File: config.mk
export PLATFORM = sky130hd
export DESIGN_NAME = ro_lock_ctrl
export DESIGN_NICKNAME = d
export VERILOG_FILES = /design/src/rtl/ro_lock_ctrl.sv
export SDC_FILE = /design/constraint.sdc
export NUM_CORES = 1
export LEC_CHECK = 0
export BUFFER_PORTS_ARGS = -buffer_cell sky130_fd_sc_hd__buf_2
export CAP_MARGIN = 20
export CORE_ASPECT_RATIO = 0.75
export CORE_MARGIN = 10
export CORE_UTILIZATION = 50
export CTS_BUF_LIST = sky130_fd_sc_hd__clkbuf_16
export DETAILED_ROUTE_END_ITERATION = 8
export GPL_TIMING_DRIVEN = 0
export HOLD_SLACK_MARGIN = 0.03
export PLACE_DENSITY = 0.67
export SLEW_MARGIN = 10
export SYNTH_ARGS = -nofsm -noshare
export SYNTH_HDL_FRONTEND = slang
export SYNTH_SLANG_ARGS = --single-unit
File: constraint.sdc
create_clock -name fpga_clk_i -period 7.76 [get_ports fpga_clk_i]
set_clock_uncertainty 0.1 [all_clocks]
set_input_delay 1.164 -clock fpga_clk_i [delete_from_list [all_inputs] [get_ports fpga_clk_i]]
set_output_delay 1.164 -clock fpga_clk_i [all_outputs]
set_load 0.01 [all_outputs]
File: src/rtl/ro_lock_ctrl.sv
// Ring-oscillator lock sequencer: SAR search of freq_sel against a reference window,
// then bang-bang tracking from the phase detector.
//
// state     | meaning
// ----------+-----------------------------------------------------------
// S_IDLE    | disabled or not yet started, ring off
// S_SET     | set the trial bit of freq_sel_o
// S_SETTLE  | wait SETTLE_CYC cycles for the ring to settle
// S_MEASURE | count gen edges over the latched number of ref edges
// S_DECIDE  | keep or clear the trial bit, advance to the next bit
// S_CHECK   | final tolerance check of the searched word
// S_TRACK   | bang-bang tracking from pd_i, locked_o high
// S_FAIL    | search missed tolerance, word held, fail_o high
`timescale 1ns/1ps
module ro_lock_ctrl #(
  parameter int CTRL_WIDTH = 5,
  parameter int WIN_WIDTH  = 10,
  parameter int SETTLE_CYC = 64,
  parameter int LOCK_TOL   = 2,
  parameter int PD_WIDTH   = 4
) (
  input  logic                  fpga_clk_i,
  input  logic                  rst_n_i,
  input  logic                  enable_i,
  input  logic                  start_i,
  input  logic [WIN_WIDTH-1:0]  win_len_i,
  input  logic                  ref_i,
  input  logic                  gen_i,
  input  logic                  pd_i,
  output logic [CTRL_WIDTH-1:0] freq_sel_o,
  output logic                  ro_enable_o,
  output logic                  busy_o,
  output logic                  locked_o,
  output logic                  fail_o
);

  localparam int GW = WIN_WIDTH + 2;
  localparam int SW = $clog2(SETTLE_CYC + 1);
  localparam int BW = (CTRL_WIDTH > 1) ? $clog2(CTRL_WIDTH) : 1;
  localparam int HW = PD_WIDTH + 1;
  localparam int NS = 1 << PD_WIDTH;
  localparam logic [HW-1:0] UP_TH = HW'((3 * NS + 3) / 4);
  localparam logic [HW-1:0] DN_TH = HW'(NS / 4);
  localparam logic [SW-1:0] SETTLE_LOAD = SW'(SETTLE_CYC - 1);

  typedef enum logic [2:0] {
    S_IDLE, S_SET, S_SETTLE, S_MEASURE, S_DECIDE, S_CHECK, S_TRACK, S_FAIL
  } state_t;

  state_t               state;
  logic [2:0]           ref_sync, gen_sync;
  logic [1:0]           pd_sync;
  logic [BW-1:0]        bit_idx;
  logic [SW-1:0]        settle_cnt;
  logic [WIN_WIDTH-1:0] win_q, ref_cnt;
  logic [GW-1:0]        gen_cnt;
  logic [HW-1:0]        hit_cnt;
  logic [PD_WIDTH-1:0]  sample_cnt;
  logic                 final_q, trk_wait;

  logic                 ref_rise, gen_rise, ref_done, within_tol;
  logic [GW-1:0]        win_ext, gen_next, abs_diff;
  logic [HW-1:0]        hit_next;

  // ref and gen see identical synchronizer depth, so counts carry no latency bias
  always_ff @(posedge fpga_clk_i or negedge rst_n_i) begin
    if (!rst_n_i) begin
      ref_sync <= '0;
      gen_sync <= '0;
      pd_sync  <= '0;
    end else begin
      ref_sync <= {ref_sync[1:0], ref_i};
      gen_sync <= {gen_sync[1:0], gen_i};
      pd_sync  <= {pd_sync[0], pd_i};
    end
  end

  assign ref_rise   = ref_sync[1] & ~ref_sync[2];
  assign gen_rise   = gen_sync[1] & ~gen_sync[2];
  assign win_ext    = GW'(win_q);
  assign gen_next   = (gen_rise && gen_cnt != '1) ? gen_cnt + GW'(1) : gen_cnt;
  assign ref_done   = ref_rise && (ref_cnt == win_q - WIN_WIDTH'(1));
  assign abs_diff   = (gen_cnt > win_ext) ? gen_cnt - win_ext : win_ext - gen_cnt;
  assign within_tol = abs_diff <= GW'(LOCK_TOL);
  assign hit_next   = hit_cnt + HW'(pd_sync[1]);

  always_ff @(posedge fpga_clk_i or negedge rst_n_i) begin
    if (!rst_n_i) begin
      state       <= S_IDLE;
      freq_sel_o  <= '0;
      ro_enable_o <= 1'b0;
      busy_o      <= 1'b0;
      locked_o    <= 1'b0;
      fail_o      <= 1'b0;
      bit_idx     <= '0;
      settle_cnt  <= '0;
      win_q       <= '0;
      ref_cnt     <= '0;
      gen_cnt     <= '0;
      hit_cnt     <= '0;
      sample_cnt  <= '0;
      final_q     <= 1'b0;
      trk_wait    <= 1'b0;
    end else if (!enable_i) begin
      state       <= S_IDLE;
      ro_enable_o <= 1'b0;
      busy_o      <= 1'b0;
      locked_o    <= 1'b0;
      fail_o      <= 1'b0;
    end else if (start_i && (state == S_IDLE || state == S_TRACK || state == S_FAIL)) begin
      state       <= S_SET;
      freq_sel_o  <= '0;
      ro_enable_o <= 1'b1;
      busy_o      <= 1'b1;
      locked_o    <= 1'b0;
      fail_o      <= 1'b0;
      bit_idx     <= BW'(CTRL_WIDTH - 1);
      win_q       <= (win_len_i == '0) ? WIN_WIDTH'(1) : win_len_i;
      final_q     <= 1'b0;
    end else begin
      case (state)
        S_SET: begin
          freq_sel_o[bit_idx] <= 1'b1;
          settle_cnt          <= SETTLE_LOAD;
          state               <= S_SETTLE;
        end
        S_SETTLE: begin
          if (settle_cnt == '0) begin
            ref_cnt <= '0;
            gen_cnt <= '0;
            state   <= S_MEASURE;
          end else begin
            settle_cnt <= settle_cnt - SW'(1);
          end
        end
        S_MEASURE: begin
          gen_cnt <= gen_next;
          if (ref_rise) ref_cnt <= ref_cnt + WIN_WIDTH'(1);
          if (ref_done) state <= final_q ? S_CHECK : S_DECIDE;
        end
        S_DECIDE: begin
          if (gen_cnt > win_ext) freq_sel_o[bit_idx] <= 1'b0;
          settle_cnt <= SETTLE_LOAD;
          if (bit_idx == '0) begin
            final_q <= 1'b1;
            state   <= S_SETTLE;
          end else begin
            bit_idx <= bit_idx - BW'(1);
            state   <= S_SET;
          end
        end
        S_CHECK: begin
          busy_o     <= 1'b0;
          hit_cnt    <= '0;
          sample_cnt <= '0;
          trk_wait   <= 1'b0;
          if (within_tol) begin
            locked_o <= 1'b1;
            state    <= S_TRACK;
          end else begin
            fail_o <= 1'b1;
            state  <= S_FAIL;
          end
        end
        S_TRACK: begin
          if (trk_wait) begin
            if (settle_cnt == '0) trk_wait <= 1'b0;
            else                  settle_cnt <= settle_cnt - SW'(1);
          end else if (ref_rise) begin
            sample_cnt <= sample_cnt + PD_WIDTH'(1);
            hit_cnt    <= hit_next;
            if (sample_cnt == '1) begin
              hit_cnt <= '0;
              // a step only happens when the word actually moves; saturation keeps sampling
              if (hit_next >= UP_TH && freq_sel_o != '1) begin
                freq_sel_o <= freq_sel_o + CTRL_WIDTH'(1);
                trk_wait   <= 1'b1;
                settle_cnt <= SETTLE_LOAD;
              end else if (hit_next <= DN_TH && freq_sel_o != '0) begin
                freq_sel_o <= freq_sel_o - CTRL_WIDTH'(1);
                trk_wait   <= 1'b1;
                settle_cnt <= SETTLE_LOAD;
              end
            end
          end
        end
        S_IDLE, S_FAIL: ;
        default: state <= S_IDLE;
      endcase
    end
  end

endmodule
After elaboration in Yosys (flattened, before gate mapping). Index checks and enable logic that the tools add are counted.

Memories kept: 0. RAM bits: 0. Flip-flop bits (word level): 73. Bits in latches: 0. Memory bits (read-only): 0. Output and inout bits: 9.

Div/mod/pow operators: 0. Add/sub/neg operators: 11. Bitwise logic cells: 8. Shift operators: 0. Multiplexer cells: 66. Multiply operators: 0. Reduce and logical (&&, ||, !) cells: 32. Order comparisons: 6. Equal/unequal tests: 32.

Operators by type and width (number): 5-bit 2-to-1 mux (10); 7-bit 2-to-1 mux (6); 12-bit 2-to-1 mux (3); 10-bit 2-to-1 mux (3); 1-bit 2-to-1 mux (25); 12-bit one-hot mux with 2 select lines (1); 3-bit 2-to-1 mux (7); 7-bit one-hot mux with 3 select lines (1); 10-bit one-hot mux with 2 select lines (1); 3-bit one-hot mux with 5 select lines (1); 5-bit one-hot mux with 3 select lines (1); 5-bit AND reduction (3); 12-bit by 1-bit adder with 12-bit output (second input constant) (1); 3-bit == test (second input constant) (4); 12-bit by 10-bit > comparator with 1-bit output (1); 12-bit by 2-bit <= comparator with 1-bit output (second input constant) (1); 12-bit != test (second input constant) (1); 2-bit != test (second input constant) (6); 3-bit by 2-bit != test with 1-bit output (second input constant) (4); 3-bit AND reduction (4); 10-bit by 12-bit subtractor with 12-bit output (1); 12-bit by 10-bit subtractor with 12-bit output (1); 10-bit by 1-bit adder with 10-bit output (second input constant) (1); 10-bit == test (1); 46 further kinds (67).

Depth between registers and ports, before layout. Gate-level depths: netlist of the first run.

Depth after elaboration: 10. Depth in mapped cells: 14. Depth with buffers taken out: 13.

Worst setup path after synthesis of the first run. OpenSTA, ideal clock, no wires.

Path kind: reg2reg. Start: reg hit_cnt[0]. End: reg freq_sel_o[4]. Library setup time: 0.064 ns. Setup slack: 4.607 ns. Stages on the path, launching flop included: 14. Data arrival time: 2.989 ns. Data required time: 7.596 ns. Path through: dfrtp_1 > ha_1 > ha_1 > clkbuf_1 > nor3b_1 > a21o_1 > or3_1 > fa_1 > a21o_1 > a21oi_1 > xor2_1 > or3_1 > a31oi_1 > a21o_1.

Word-level cells in the longest chain between the ends: 9. Elaborated cells between the ends (all ways): 13.

RTL lines: start, declared (line 57) `logic [HW-1:0] hit_cnt;`; start signal, assigned (line 171) `hit_cnt <= hit_next;`; 5-bit by 1-bit adder with 5-bit output * (line 85) `assign hit_next = hit_cnt + HW'(pd_sync[1]);`; 5-bit by 4-bit greater-or-equal comparator with 1-bit output (line 175) `if (hit_next >= UP_TH && freq_sel_o != '1) begin`; 1-bit logical AND (line 175); 5-bit 2-to-1 mux (line 175); 5-bit 2-to-1 mux (line 172) `if (sample_cnt == '1) begin`; 5-bit 2-to-1 mux (line 169) `end else if (ref_rise) begin`; 5-bit 2-to-1 mux (line 166) `if (trk_wait) begin`; 5-bit one-hot mux with 3 select lines (line 121) `case (state)`; 5-bit 2-to-1 mux (line 110) `end else if (start_i && (state == S_IDLE || state == S_TRACK || state == S_FAIL)) begin`; end signal, assigned (line 176) `freq_sel_o <= freq_sel_o + CTRL_WIDTH'(1);`; end signal, assigned (line 180) `freq_sel_o <= freq_sel_o - CTRL_WIDTH'(1);`; end, declared (line 30) `output logic [CTRL_WIDTH-1:0] freq_sel_o,`.

Mark *: on every way between the ends. The rest lies on a longest branch, timed or not. The select of a mux whose other input is x is not followed. A chain may end at the register's enable or synchronous reset.

Worst setup path after layout of the first run. Ends and elaborated chain as after synthesis.

==> results of run 1 <==
==> cells in the mapped netlist (4+ instances only) <==
| cell | instances |
|---|---|
| sky130_fd_sc_hd__nand2_1 | 48 |
| sky130_fd_sc_hd__a2111oi_0 | 5 |
| sky130_fd_sc_hd__ha_1 | 33 |
| sky130_fd_sc_hd__or2_2 | 4 |
| sky130_fd_sc_hd__mux2_2 | 10 |
| sky130_fd_sc_hd__buf_2 | 6 |
| sky130_fd_sc_hd__a31oi_1 | 8 |
| sky130_fd_sc_hd__o311ai_0 | 4 |
| sky130_fd_sc_hd__a21oi_1 | 37 |
| sky130_fd_sc_hd__and3_1 | 6 |
| sky130_fd_sc_hd__o22ai_1 | 7 |
| sky130_fd_sc_hd__xor2_1 | 13 |
| sky130_fd_sc_hd__nor3b_1 | 4 |
| sky130_fd_sc_hd__a211oi_1 | 7 |
| sky130_fd_sc_hd__or3_1 | 9 |
| sky130_fd_sc_hd__and2_1 | 5 |
| sky130_fd_sc_hd__clkbuf_1 | 21 |
| sky130_fd_sc_hd__nor2_1 | 72 |
| sky130_fd_sc_hd__inv_1 | 38 |
| sky130_fd_sc_hd__o21a_1 | 6 |
| sky130_fd_sc_hd__nand3_1 | 27 |
| sky130_fd_sc_hd__nand2b_1 | 9 |
| sky130_fd_sc_hd__nor2b_1 | 9 |
| sky130_fd_sc_hd__a21o_1 | 11 |
| sky130_fd_sc_hd__nand4_1 | 15 |
| sky130_fd_sc_hd__o21ai_0 | 38 |
| sky130_fd_sc_hd__nor4_1 | 8 |
| sky130_fd_sc_hd__nor3_1 | 22 |
| sky130_fd_sc_hd__xnor2_1 | 31 |
| sky130_fd_sc_hd__dfrtp_1 | 73 |
==> final timing paths <==
path / start / end / slack (ns) / cells past startpoint
min reg2reg: gen_sync[0] / gen_sync[1] / 0.25 / 0
max in group asynchronous: rst_n_i / gen_cnt[5] / 6.29 / 2
max: hit_cnt[0] / freq_sel_o[4] / 4.27 / 13
min: gen_sync[0] / gen_sync[1] / 0.25 / 0
min in group asynchronous: rst_n_i / gen_cnt[4] / 0.69 / 1
max reg2reg: hit_cnt[0] / freq_sel_o[4] / 4.27 / 13
==> final cells by class <==
class,instances,share of cell area (%)
Tap cell,136,2.81
Inverter,38,2.36
Timing Repair Buffer,26,2.44
Buffer,28,1.86
Multi-Input combinational cell,506,55.3
Clock inverter,7,1.26
Sequential cell,73,30.2
Clock buffer,9,3.72
==> stage by stage <==
stage          std cells  power [W]  cell area, um2
5_1_grt              823    0.00265            6050
4_1_cts              823    0.00244            6050
2_1_floorplan        645    0.00166            5430
3_5_place_dp         807    0.00200            5750
3_3_place_gp         806    0.00197            5720
6_report             823    0.00246            6050
==> logic make-up (layout without fill, tap and decap cells) <==
group / after synthesis / after routing
buf+inv: 66 / 108
simple gates: 253 / 253
compound gates: 160 / 160
xor+xnor: 44 / 44
flops: 73 / 73
fa+ha+maj: 36 / 36
mux: 13 / 13
==> registers in the layout, summed over array words and instances, names as in the netlist, 3 cells and up <==
signal	cells
gen_cnt	12
gen_sync	3
ref_cnt	10
win_q	10
bit_idx	3
freq_sel_o	5
settle_cnt	7
ref_sync	3
sample_cnt	4
hit_cnt	5
state	3
==> per-layer routing <==
metal  wire length, um  vias to the layer above  part of all wire (%)
li1                  -                     2393                     -
met4               199                        0                   1.4
met1              7100                     2410                    50
met2              5910                      172                    42
met3               938                       16                   6.6
met5                 0                        -                     0
==> power groups by stage <==
stage          clock network [W]  registers [W]  logic (W)
2_1_floorplan                  0       0.000589    0.00107
3_3_place_gp                   0       0.000624    0.00134
3_5_place_dp                   0       0.000630    0.00137
4_1_cts                 0.000433       0.000624    0.00138
5_1_grt                 0.000451       0.000645    0.00156
6_report                0.000425       0.000628    0.00140
==> critical path: stages (launching register included) <==
cell	delay [ns]
sky130_fd_sc_hd__dfrtp_1	0.35
sky130_fd_sc_hd__ha_1	0.20
sky130_fd_sc_hd__ha_1	0.16
sky130_fd_sc_hd__clkbuf_1	0.32
sky130_fd_sc_hd__nor3b_1	0.11
sky130_fd_sc_hd__a21o_1	0.20
sky130_fd_sc_hd__or3_1	0.46
sky130_fd_sc_hd__fa_1	0.44
sky130_fd_sc_hd__a21o_1	0.19
sky130_fd_sc_hd__a21oi_1	0.18
sky130_fd_sc_hd__xor2_1	0.12
sky130_fd_sc_hd__or3_1	0.32
sky130_fd_sc_hd__a31oi_1	0.17
sky130_fd_sc_hd__a21o_1	0.10
==> reports/summary.txt, run 1 <==
net switching power of the design - 0.00114 W
area fraction in and, or, nand and nor cells after synthesis - 23.4%
RSZ-0062 raised after global routing - no
Critical Path AT - 3.67 ns
final critical path time including I/O delays and setup - 3.49 ns
clk slew on worst S/H paths - 0.07 ns
top cell type's share of synthesized area - 33.7%
EDFF count, synth - 0
clock net sink count - 73
CP Max Fanout - 8
total via count in the routed design - 4,991
row cnt - 32
post-synthesis adder-cell area fraction - 8.71%
Place WS - 4.27 ns
required arrival time at the worst endpoint - 7.94 ns
number of cells upsized or downsized after cts - 0
Seq pwr share - 25.6%
kind of path behind the tightest hold check - reg2reg
area of combinational cells with multiple inputs - 3350 um2
top-level I/O count - 26
count of final setup violators - 0
post-synthesis share of cell area spent on xor and xnor gates - 7.10%
y dimension of the die - 110 um
Remaining DRCs - 0
core box area - 10,500 um2
dpl hpwl - 10,800 um
post-route antenna net violation count - 0
proportion of layout cells with a drive suffix above 1 - 11.1%
count of routing violations after the opening detailed-route iteration - 457
post-synthesis sequential area ratio - 33.7%
CTS Root Cell - sky130_fd_sc_hd__clkbuf_16
GR Util met3 - 4.40%
setup bufs post-CTS - 0
worst skew pair latency - 0.34 ns
final RePlAce weighted congestion - 0.908
Hold Violations, Final - 0
met1 Track Usage GR - 26.6%
final sum of negative setup slack - 0 ns
hold slack - 0.246 ns
internal power summed over all cells - 0.00132 W
Post-layout nets - 735
Max Freq - 286 MHz
run status - finished clean
FFs w/ async S/R, synth - 100%
number of instances in the synthesized netlist - 645
Die Outline Area - 15,500 um2
Compound-Gate Fraction of Synth Area - 19.8%
GR met2 Demand/Resource - 26.3%
maximum number of pins on one net before global-route repair - 39
dominant cell type by area after synthesis - sky130_fd_sc_hd__dfrtp_1
largest cells by area after synthesis - sky130_fd_sc_hd__dfrtp_1, sky130_fd_sc_hd__ha_1, sky130_fd_sc_hd__xnor2_1, sky130_fd_sc_hd__nor2_1, sky130_fd_sc_hd__o21ai_0
share of total power in combinational logic - 57.1%
count of pins over their slew limit - 0
final worst path period share - 45.0%
width of the die - 140 um
iteration count of the initial detailed-routing pass - 5
antenna violations before repair - 0
synthesis-to-finish area growth - 11.4%
wire length after detailed routing - 14,200 um
core occupancy in the finished layout - 57.9%
clock tree from TritonCTS - built
clock share of power - 17.3%
average size of a mapped cell - 8.42 um2
Worst setup EP type - flip-flop
#FFs+latches synth - 73
Inserted Diodes - 0
most instantiated flip-flop cell in the synthesis netlist - sky130_fd_sc_hd__dfrtp_1
overall track demand over capacity in global routing - 18.3%
most used routing layer in global routing - met1
Rel. slew slack - 53.2%
slew of the pin with the lowest slew margin - 0.697 ns
Overflow after GRT - 0
most frequent cells in the layout - sky130_fd_sc_hd__dfrtp_1, sky130_fd_sc_hd__nor2_1, sky130_fd_sc_hd__nand2_1
Maximum Capacitance Violations - 0
leakage power figure - 2.60 nW
footprint of the flip-flops and latches - 1830 um2
Layout fillers - 940
quantity of hold-fixing buffers added after cts - 0
via count of the first global-routing pass - 4,582
wire length of the first global-routing pass - 23,400 um
power density of the placed cells - 406 nW/um2
initial core utilization - 51.9%
post-synth net total - 698
post-route setup slack - 4.27 ns
maximum vdd drop - 0.225 mV
number of distinct library cell variants in the gate-level netlist after synthesis - 67
Clock Tree Buf Depth - 2
count of input and output buffers - 25
cell area after technology mapping - 5430 um2
switching portion of total power - 46.3%
warning count from the yosys run - 0
multiplexer area fraction after synthesis - 2.63%
Setup CP Type - reg2reg
kind of start point of the critical path - flip-flop
post-detailed-route wirelength per cell - 17.2 um
dominant combinational cell family by area after synthesis - simple AND/OR/NAND/NOR gates
CTS HTree Levels - 3
post-DR vias/cell - 6.06
most common cell after layout, fill and taps aside - sky130_fd_sc_hd__dfrtp_1
cts bufs inserted - 9
(Power assumes the default switching activity.)
==> run 2: changes to the inputs <==
--- a/config.mk
+++ b/config.mk
@@ -14,7 +14,7 @@
 export DETAILED_ROUTE_END_ITERATION = 8
 export GPL_TIMING_DRIVEN = 0
 export HOLD_SLACK_MARGIN = 0.03
-export PLACE_DENSITY = 0.67
+export PLACE_DENSITY = 0.7
 export SLEW_MARGIN = 10
 export SYNTH_ARGS = -nofsm -noshare
 export SYNTH_HDL_FRONTEND = slang
==> constraint.sdc (replaced) <==
create_clock -name fpga_clk_i -period 2.9 [get_ports fpga_clk_i]
set_clock_uncertainty 0.1 [all_clocks]
set_input_delay 0.435 -clock fpga_clk_i [delete_from_list [all_inputs] [get_ports fpga_clk_i]]
set_output_delay 0.435 -clock fpga_clk_i [all_outputs]
set_load 0.01 [all_outputs]
==> run 2 against run 1 <==
The flow now finishes with violations (negative setup slack). Power rose to 3.0 times the previous value. Register-to-register slack worse by 4.3 ns. Worst hold slack got worse by 0.14 ns. Sequential share of layout area shrank 1.8 points. Critical path depth decreased by 2. Design area grew 7.2%. First-iteration DRC count fell by 4.2%. Cell count increased by 2.3%. Sequential cell count is the same. Clock power increased by 150%. Setup slack worse by 4.3 ns. Via count grew 3.1%.
==> reports/summary.txt, run 2 (synthesized netlist as in run 1, its figures left out) <==
run status - complete, but fails checks
violations in the final reports - negative setup slack
net switching power of the design - 0.00340 W
Maximum Capacitance Violations - 0
Seq pwr share - 22.9%
core occupancy in the finished layout - 62.1%
post-route setup slack - -0.0105 ns
count of pins over their slew limit - 0
count of input and output buffers - 25
slew of the pin with the lowest slew margin - 0.658 ns
total via count in the routed design - 5,144
post-detailed-route wirelength per cell - 17.6 um
power density of the placed cells - 1120 nW/um2
count of routing violations after the opening detailed-route iteration - 438
maximum number of pins on one net before global-route repair - 60
Max Freq - 344 MHz
maximum vdd drop - 0.540 mV
top register by number of flip-flops - gen_cnt
initial core utilization - 51.9%
most frequent cells in the layout - sky130_fd_sc_hd__nor2_1, sky130_fd_sc_hd__dfrtp_1, sky130_fd_sc_hd__nand2_1
overall track demand over capacity in global routing - 18.7%
clock tree from TritonCTS - built
wire length after detailed routing - 14,800 um
dpl hpwl - 10,800 um
area of combinational cells with multiple inputs - 3600 um2
final critical path time including I/O delays and setup - 2.91 ns
worst skew pair latency - 0.34 ns
iteration count of the initial detailed-routing pass - 5
wire length of the first global-routing pass - 23,900 um
top-level I/O count - 26
CTS HTree Levels - 3
kind of path behind the tightest hold check - in2reg
switching portion of total power - 46.6%
Overflow after GRT - 0
final RePlAce weighted congestion - 0.929
kind of start point of the critical path - flip-flop
most common cell after layout, fill and taps aside - sky130_fd_sc_hd__nor2_1
proportion of layout cells with a drive suffix above 1 - 22.2%
final worst path period share - 100%
Clock Tree Buf Depth - 2
Critical Path AT - 3.03 ns
width of the die - 140 um
clk slew on worst S/H paths - 0.06 ns
Layout fillers - 896
y dimension of the die - 110 um
internal power summed over all cells - 0.00389 W
clock net sink count - 73
hold slack - 0.105 ns
count of final setup violators - 1
post-DR vias/cell - 6.11
synthesis-to-finish area growth - 19.5%
row cnt - 32
GR Util met3 - 3.59%
Rel. slew slack - 55.8%
registers with the most flip-flops - gen_cnt: 12 flops, ref_cnt: 10 flops, win_q: 10 flops
footprint of the flip-flops and latches - 1840 um2
Setup CP Type - reg2reg
share of total power in combinational logic - 62.7%
leakage power figure - 2.74 nW
most used routing layer in global routing - met2
core box area - 10,500 um2
Cell Count, Final, Fillers Out - 842
Worst setup EP type - flip-flop
via count of the first global-routing pass - 4,715
antenna violations before repair - 0
cts bufs inserted - 9
max reg flops - 12
Hold Violations, Final - 0
clock share of power - 14.4%
CP Max Fanout - 10
Place WS - -0.418 ns
GR met2 Demand/Resource - 27.9%
post-route antenna net violation count - 0
Post-layout nets - 754
Remaining DRCs - 0
Inserted Diodes - 0
required arrival time at the worst endpoint - 3.02 ns
met1 Track Usage GR - 27.3%
CTS Root Cell - sky130_fd_sc_hd__clkbuf_16
Die Outline Area - 15,500 um2
placed cell count - 807
RSZ-0062 raised after global routing - yes
[run 2: path summary, 6_finish.rpt]
check | from | to | slack (ns) | depth (start not counted)
worst max-delay path | win_q[9] | locked_o | -0.01 | 11
worst min-delay path | ref_i | ref_sync[0] | 0.10 | 1
worst max register to register | win_q[9] | locked_o | -0.01 | 11
worst min register to register | gen_sync[0] | gen_sync[1] | 0.25 | 0
max in group asynchronous | rst_n_i | win_q[1] | 1.70 | 3
min in group asynchronous | rst_n_i | freq_sel_o[4] | 0.41 | 2
[run 2: power by group through the flow]
| stage | sequential, W | clock (W) | combinational, W |
|---|---|---|---|
| floorplan | 0.00158 | 0 | 0.00288 |
| global placement | 0.00167 | 0 | 0.00359 |
| detailed placement | 0.00168 | 0 | 0.00369 |
| CTS | 0.00164 | 0.00107 | 0.00416 |
| global route | 0.00171 | 0.00112 | 0.00499 |
| finish | 0.00167 | 0.00105 | 0.00458 |
[run 2: area by class of cell]
type	instances	area share (%)
buffer	23	1.58
clock buffer	9	3.47
clock inverter	7	0.849
inverter	38	2.24
multi-input combinational	506	55.5
sequential	73	28.4
tap	136	2.62
timing repair buffer	50	5.40
[run 2: worst max-delay path, stage by stage (launching register included)]
cell	delay (ns)
sky130_fd_sc_hd__dfrtp_2	0.44
sky130_fd_sc_hd__inv_1	0.07
sky130_fd_sc_hd__ha_1	0.33
sky130_fd_sc_hd__buf_2	0.20
sky130_fd_sc_hd__and4_1	0.22
sky130_fd_sc_hd__a2111oi_0	0.33
sky130_fd_sc_hd__o21ai_0	0.23
sky130_fd_sc_hd__o2111ai_1	0.16
sky130_fd_sc_hd__nor3_1	0.08
sky130_fd_sc_hd__o2111a_1	0.14
sky130_fd_sc_hd__a31o_2	0.29
sky130_fd_sc_hd__a22o_1	0.21
[run 2: stage by stage]
stage          TNS, ns  area (um2)  total power (W)
6_report       -0.0105        6480          0.00730
5_1_grt         -0.540        6480          0.00781
4_1_cts        -0.0159        6350          0.00687
3_5_place_dp     -1.98        5790          0.00538
3_3_place_gp     -1.94        5760          0.00526
2_1_floorplan        0        5460          0.00445
[run 2: timing repair]
action / CTS / global route
pin swaps: 23 / 9
hold buffers: 1 / 0
endpoints found under the setup margin: 8 / 19
setup buffers: 17 / 6
hold endpoints to repair: 14 / 0
resized for setup: 40 / 34
[run 2: layer usage]
layer / wire [um] / up-vias / share of wire, %
li1: - / 2436 / -
met5: 0 / - / 0
met3: 1070 / 19 / 7.2
met1: 7220 / 2454 / 49
met4: 165 / 0 / 1.1
met2: 6380 / 235 / 43
==> run 3: changes to the inputs <==
--- a/config.mk
+++ b/config.mk
@@ -9,12 +9,12 @@
 export CAP_MARGIN = 20
 export CORE_ASPECT_RATIO = 0.75
 export CORE_MARGIN = 10
-export CORE_UTILIZATION = 50
+export CORE_UTILIZATION = 40
 export CTS_BUF_LIST = sky130_fd_sc_hd__clkbuf_16
 export DETAILED_ROUTE_END_ITERATION = 8
 export GPL_TIMING_DRIVEN = 0
 export HOLD_SLACK_MARGIN = 0.03
-export PLACE_DENSITY = 0.7
+export PLACE_DENSITY = 0.58
 export SLEW_MARGIN = 10
 export SYNTH_ARGS = -nofsm -noshare
 export SYNTH_HDL_FRONTEND = slang
==> constraint.sdc (replaced) <==
create_clock -name fpga_clk_i -period 2.9 [get_ports fpga_clk_i]
set_clock_uncertainty 0.1 [all_clocks]
set_input_delay 0.58 -clock fpga_clk_i [delete_from_list [all_inputs] [get_ports fpga_clk_i]]
set_output_delay 0.58 -clock fpga_clk_i [all_outputs]
set_load 0.01 [all_outputs]
==> run 3 against run 2 <==
The flow now finishes without violations. Non-clock buffer count down 4. Sequential share of layout area down 0.44 points. Utilization down 12 points. Fmax up 0.54%. Setup slack better by 0.016 ns. Critical path type unchanged.
==> reports/summary.txt, run 3 (synthesized netlist as in run 1, its figures left out) <==
hold slack - 0.247 ns
dpl hpwl - 11,200 um
Layout fillers - 1,251
share of total power in combinational logic - 62.4%
Rel. slew slack - 54.3%
cts bufs inserted - 9
RSZ-0062 raised after global routing - yes
power density of the placed cells - 1120 nW/um2
registers with the most flip-flops - gen_cnt: 12 flops, ref_cnt: 10 flops, win_q: 10 flops
Setup CP Type - reg2reg
clock net sink count - 73
Remaining DRCs - 0
Critical Path Start - win_q[0]
final sum of negative setup slack - 0 ns
footprint of the flip-flops and latches - 1840 um2
Post-layout nets - 750
Max Freq - 345 MHz
CTS HTree Levels - 3
wire length after detailed routing - 15,400 um
Hold Violations, Final - 0
iteration count of the initial detailed-routing pass - 5
switching portion of total power - 46.4%
final critical path time including I/O delays and setup - 2.89 ns
setup slack, reg-to-reg - 0.005 ns
area of combinational cells with multiple inputs - 3680 um2
clk slew on worst S/H paths - 0.06 ns
most common cell after layout, fill and taps aside - sky130_fd_sc_hd__nor2_1
core box area - 13,200 um2
antenna violations before repair - 0
clock tree from TritonCTS - built
width of the die - 155 um
Worst setup EP type - flip-flop
Overflow after GRT - 0
kind of start point of the critical path - flip-flop
Die Outline Area - 18,700 um2
post-detailed-route wirelength per cell - 17.6 um
synthesis-to-finish area growth - 21.7%
crit path capture - locked_o
required arrival time at the worst endpoint - 3.02 ns
maximum vdd drop - 0.453 mV
CP Max Fanout - 3
internal power summed over all cells - 0.00397 W
category of cells accounting for the largest share of critical-path delay - compound AO/OA/AOI/OAI gates
ordered cell list for the critical path - buf_4 -> inv_1 -> ha_1 -> fa_1 -> nor2b_1 -> o22ai_1 -> nor2b_1 -> o21a_1 -> a21oi_1 -> nor4_1 -> a31o_2 -> a22o_1
RR Startpoint - win_q[0]
count of pins over their slew limit - 0
top register by number of flip-flops - gen_cnt
post-route antenna net violation count - 0
slew of the pin with the lowest slew margin - 0.680 ns
wire length of the first global-routing pass - 24,800 um
Maximum Capacitance Violations - 0
worst skew pair latency - 0.34 ns
depth of the most critical reg-to-reg path - 12
count of buffering cells on the critical path with inverters included - 2
top-level I/O count - 26
count of input and output buffers - 25
Inserted Diodes - 0
stages on the worst setup path - 12
proportion of layout cells with a drive suffix above 1 - 22.8%
post-DR vias/cell - 5.77
y dimension of the die - 121 um
run status - finished clean
final worst path period share - 99.8%
core occupancy in the finished layout - 50.2%
kind of path behind the tightest hold check - in2reg
Seq pwr share - 22.4%
maximum number of pins on one net before global-route repair - 61
final RePlAce weighted congestion - 0.947
clock share of power - 15.2%
CTS Root Cell - sky130_fd_sc_hd__clkbuf_16
delay of the slowest cell on the worst path - 0.40 ns
overall track demand over capacity in global routing - 16.1%
Top cell by count, worst path - sky130_fd_sc_hd__nor2b_1
worst reg2reg endpoint - locked_o
count of routing violations after the opening detailed-route iteration - 331
Clock Tree Buf Depth - 2
Pwr Total - 0.00740 W
leakage power figure - 2.73 nW
most frequent cells in the layout - sky130_fd_sc_hd__nor2_1, sky130_fd_sc_hd__dfrtp_1, sky130_fd_sc_hd__nand2_1
via count of the first global-routing pass - 4,712
CP max-delay cell - sky130_fd_sc_hd__fa_1
count of final setup violators - 0
net switching power of the design - 0.00344 W
total via count in the routed design - 5,034
max reg flops - 12
row cnt - 36
Critical Path AT - 3.01 ns
initial core utilization - 41.3%
-- run 3: changes by cell type in the layout (fill, tap and decap cells not counted), moves of 2 or more --
| cell | before | now |
|---|---|---|
| sky130_fd_sc_hd__inv_1 | 32 | 34 |
| sky130_fd_sc_hd__dfrtp_2 | 10 | 14 |
| sky130_fd_sc_hd__buf_4 | 25 | 23 |
| sky130_fd_sc_hd__dfrtp_1 | 63 | 59 |
| sky130_fd_sc_hd__inv_2 | 6 | 2 |
-- run 3: worst reg2reg max path, cell delays in order (launching register included) --
cell	delay, ns
sky130_fd_sc_hd__dfrtp_2	0.39
sky130_fd_sc_hd__buf_4	0.15
sky130_fd_sc_hd__inv_1	0.08
sky130_fd_sc_hd__ha_1	0.23
sky130_fd_sc_hd__fa_1	0.41
sky130_fd_sc_hd__nor2b_1	0.19
sky130_fd_sc_hd__o22ai_1	0.13
sky130_fd_sc_hd__nor2b_1	0.15
sky130_fd_sc_hd__o21a_1	0.16
sky130_fd_sc_hd__a21oi_1	0.20
sky130_fd_sc_hd__nor4_1	0.07
sky130_fd_sc_hd__a31o_2	0.32
sky130_fd_sc_hd__a22o_1	0.21
-- run 3: stage by stage --
stage | worst slack, ns | cells | cell area (um2)
floorplan | 0.00866 | 645 | 5460
finish | 0.00524 | 873 | 6610
global route | -0.145 | 873 | 6610
CTS | 0.000133 | 873 | 6410
global placement | -0.297 | 841 | 5800
detailed placement | -0.329 | 842 | 5830
-- run 3: area by class of cell --
type	instances	share of cell area, %
plain buffers	22	1.52
clock buffers	9	3.41
clock inverters	7	1.17
inverters	38	2.24
multi-input cells	506	55.7
flip-flops and latches	73	27.9
well taps	171	3.24
repair buffers	47	4.83
-- run 3: worst min-delay path by stage --
| stage | from | to | slack, ns | depth (start not counted) |
|---|---|---|---|---|
| after floorplan | rst_n_i | bit_idx[0] | 0.18 | 0 |
| after global placement | ref_sync[0] | ref_sync[1] | 0.23 | 0 |
| after detailed placement | ref_sync[0] | ref_sync[1] | 0.24 | 0 |
| after CTS | ref_i | ref_sync[0] | 0.23 | 1 |
| after global routing | pd_i | pd_sync[0] | 0.23 | 1 |
| final | ref_i | ref_sync[0] | 0.25 | 1 |
-- run 3: timing repair --
| item | in CTS | in global routing |
|---|---|---|
| gates resized for setup | 46 | 40 |
| setup endpoints to repair | 10 | 23 |
| endpoints found under the hold margin | 13 | 0 |
| pin swaps | 16 | 15 |
| setup buffers | 18 | 2 |
| hold buffers | 1 | 0 |
-- run 3: layer usage --
metal  track usage [%]  share of wire (%)
met1              24.0                 49
met2              22.0                 42
met5                 0                  0
met4              3.47               0.75
met3              4.46                8.1
-- run 3: power groups by stage --
stage	combinational, W	sequential, W	clock (W)
after detailed placement	0.00370	0.00169	0
after CTS	0.00422	0.00165	0.00115
final	0.00462	0.00166	0.00113
after global routing	0.00503	0.00170	0.00120
after floorplan	0.00288	0.00158	0
after global placement	0.00365	0.00169	0
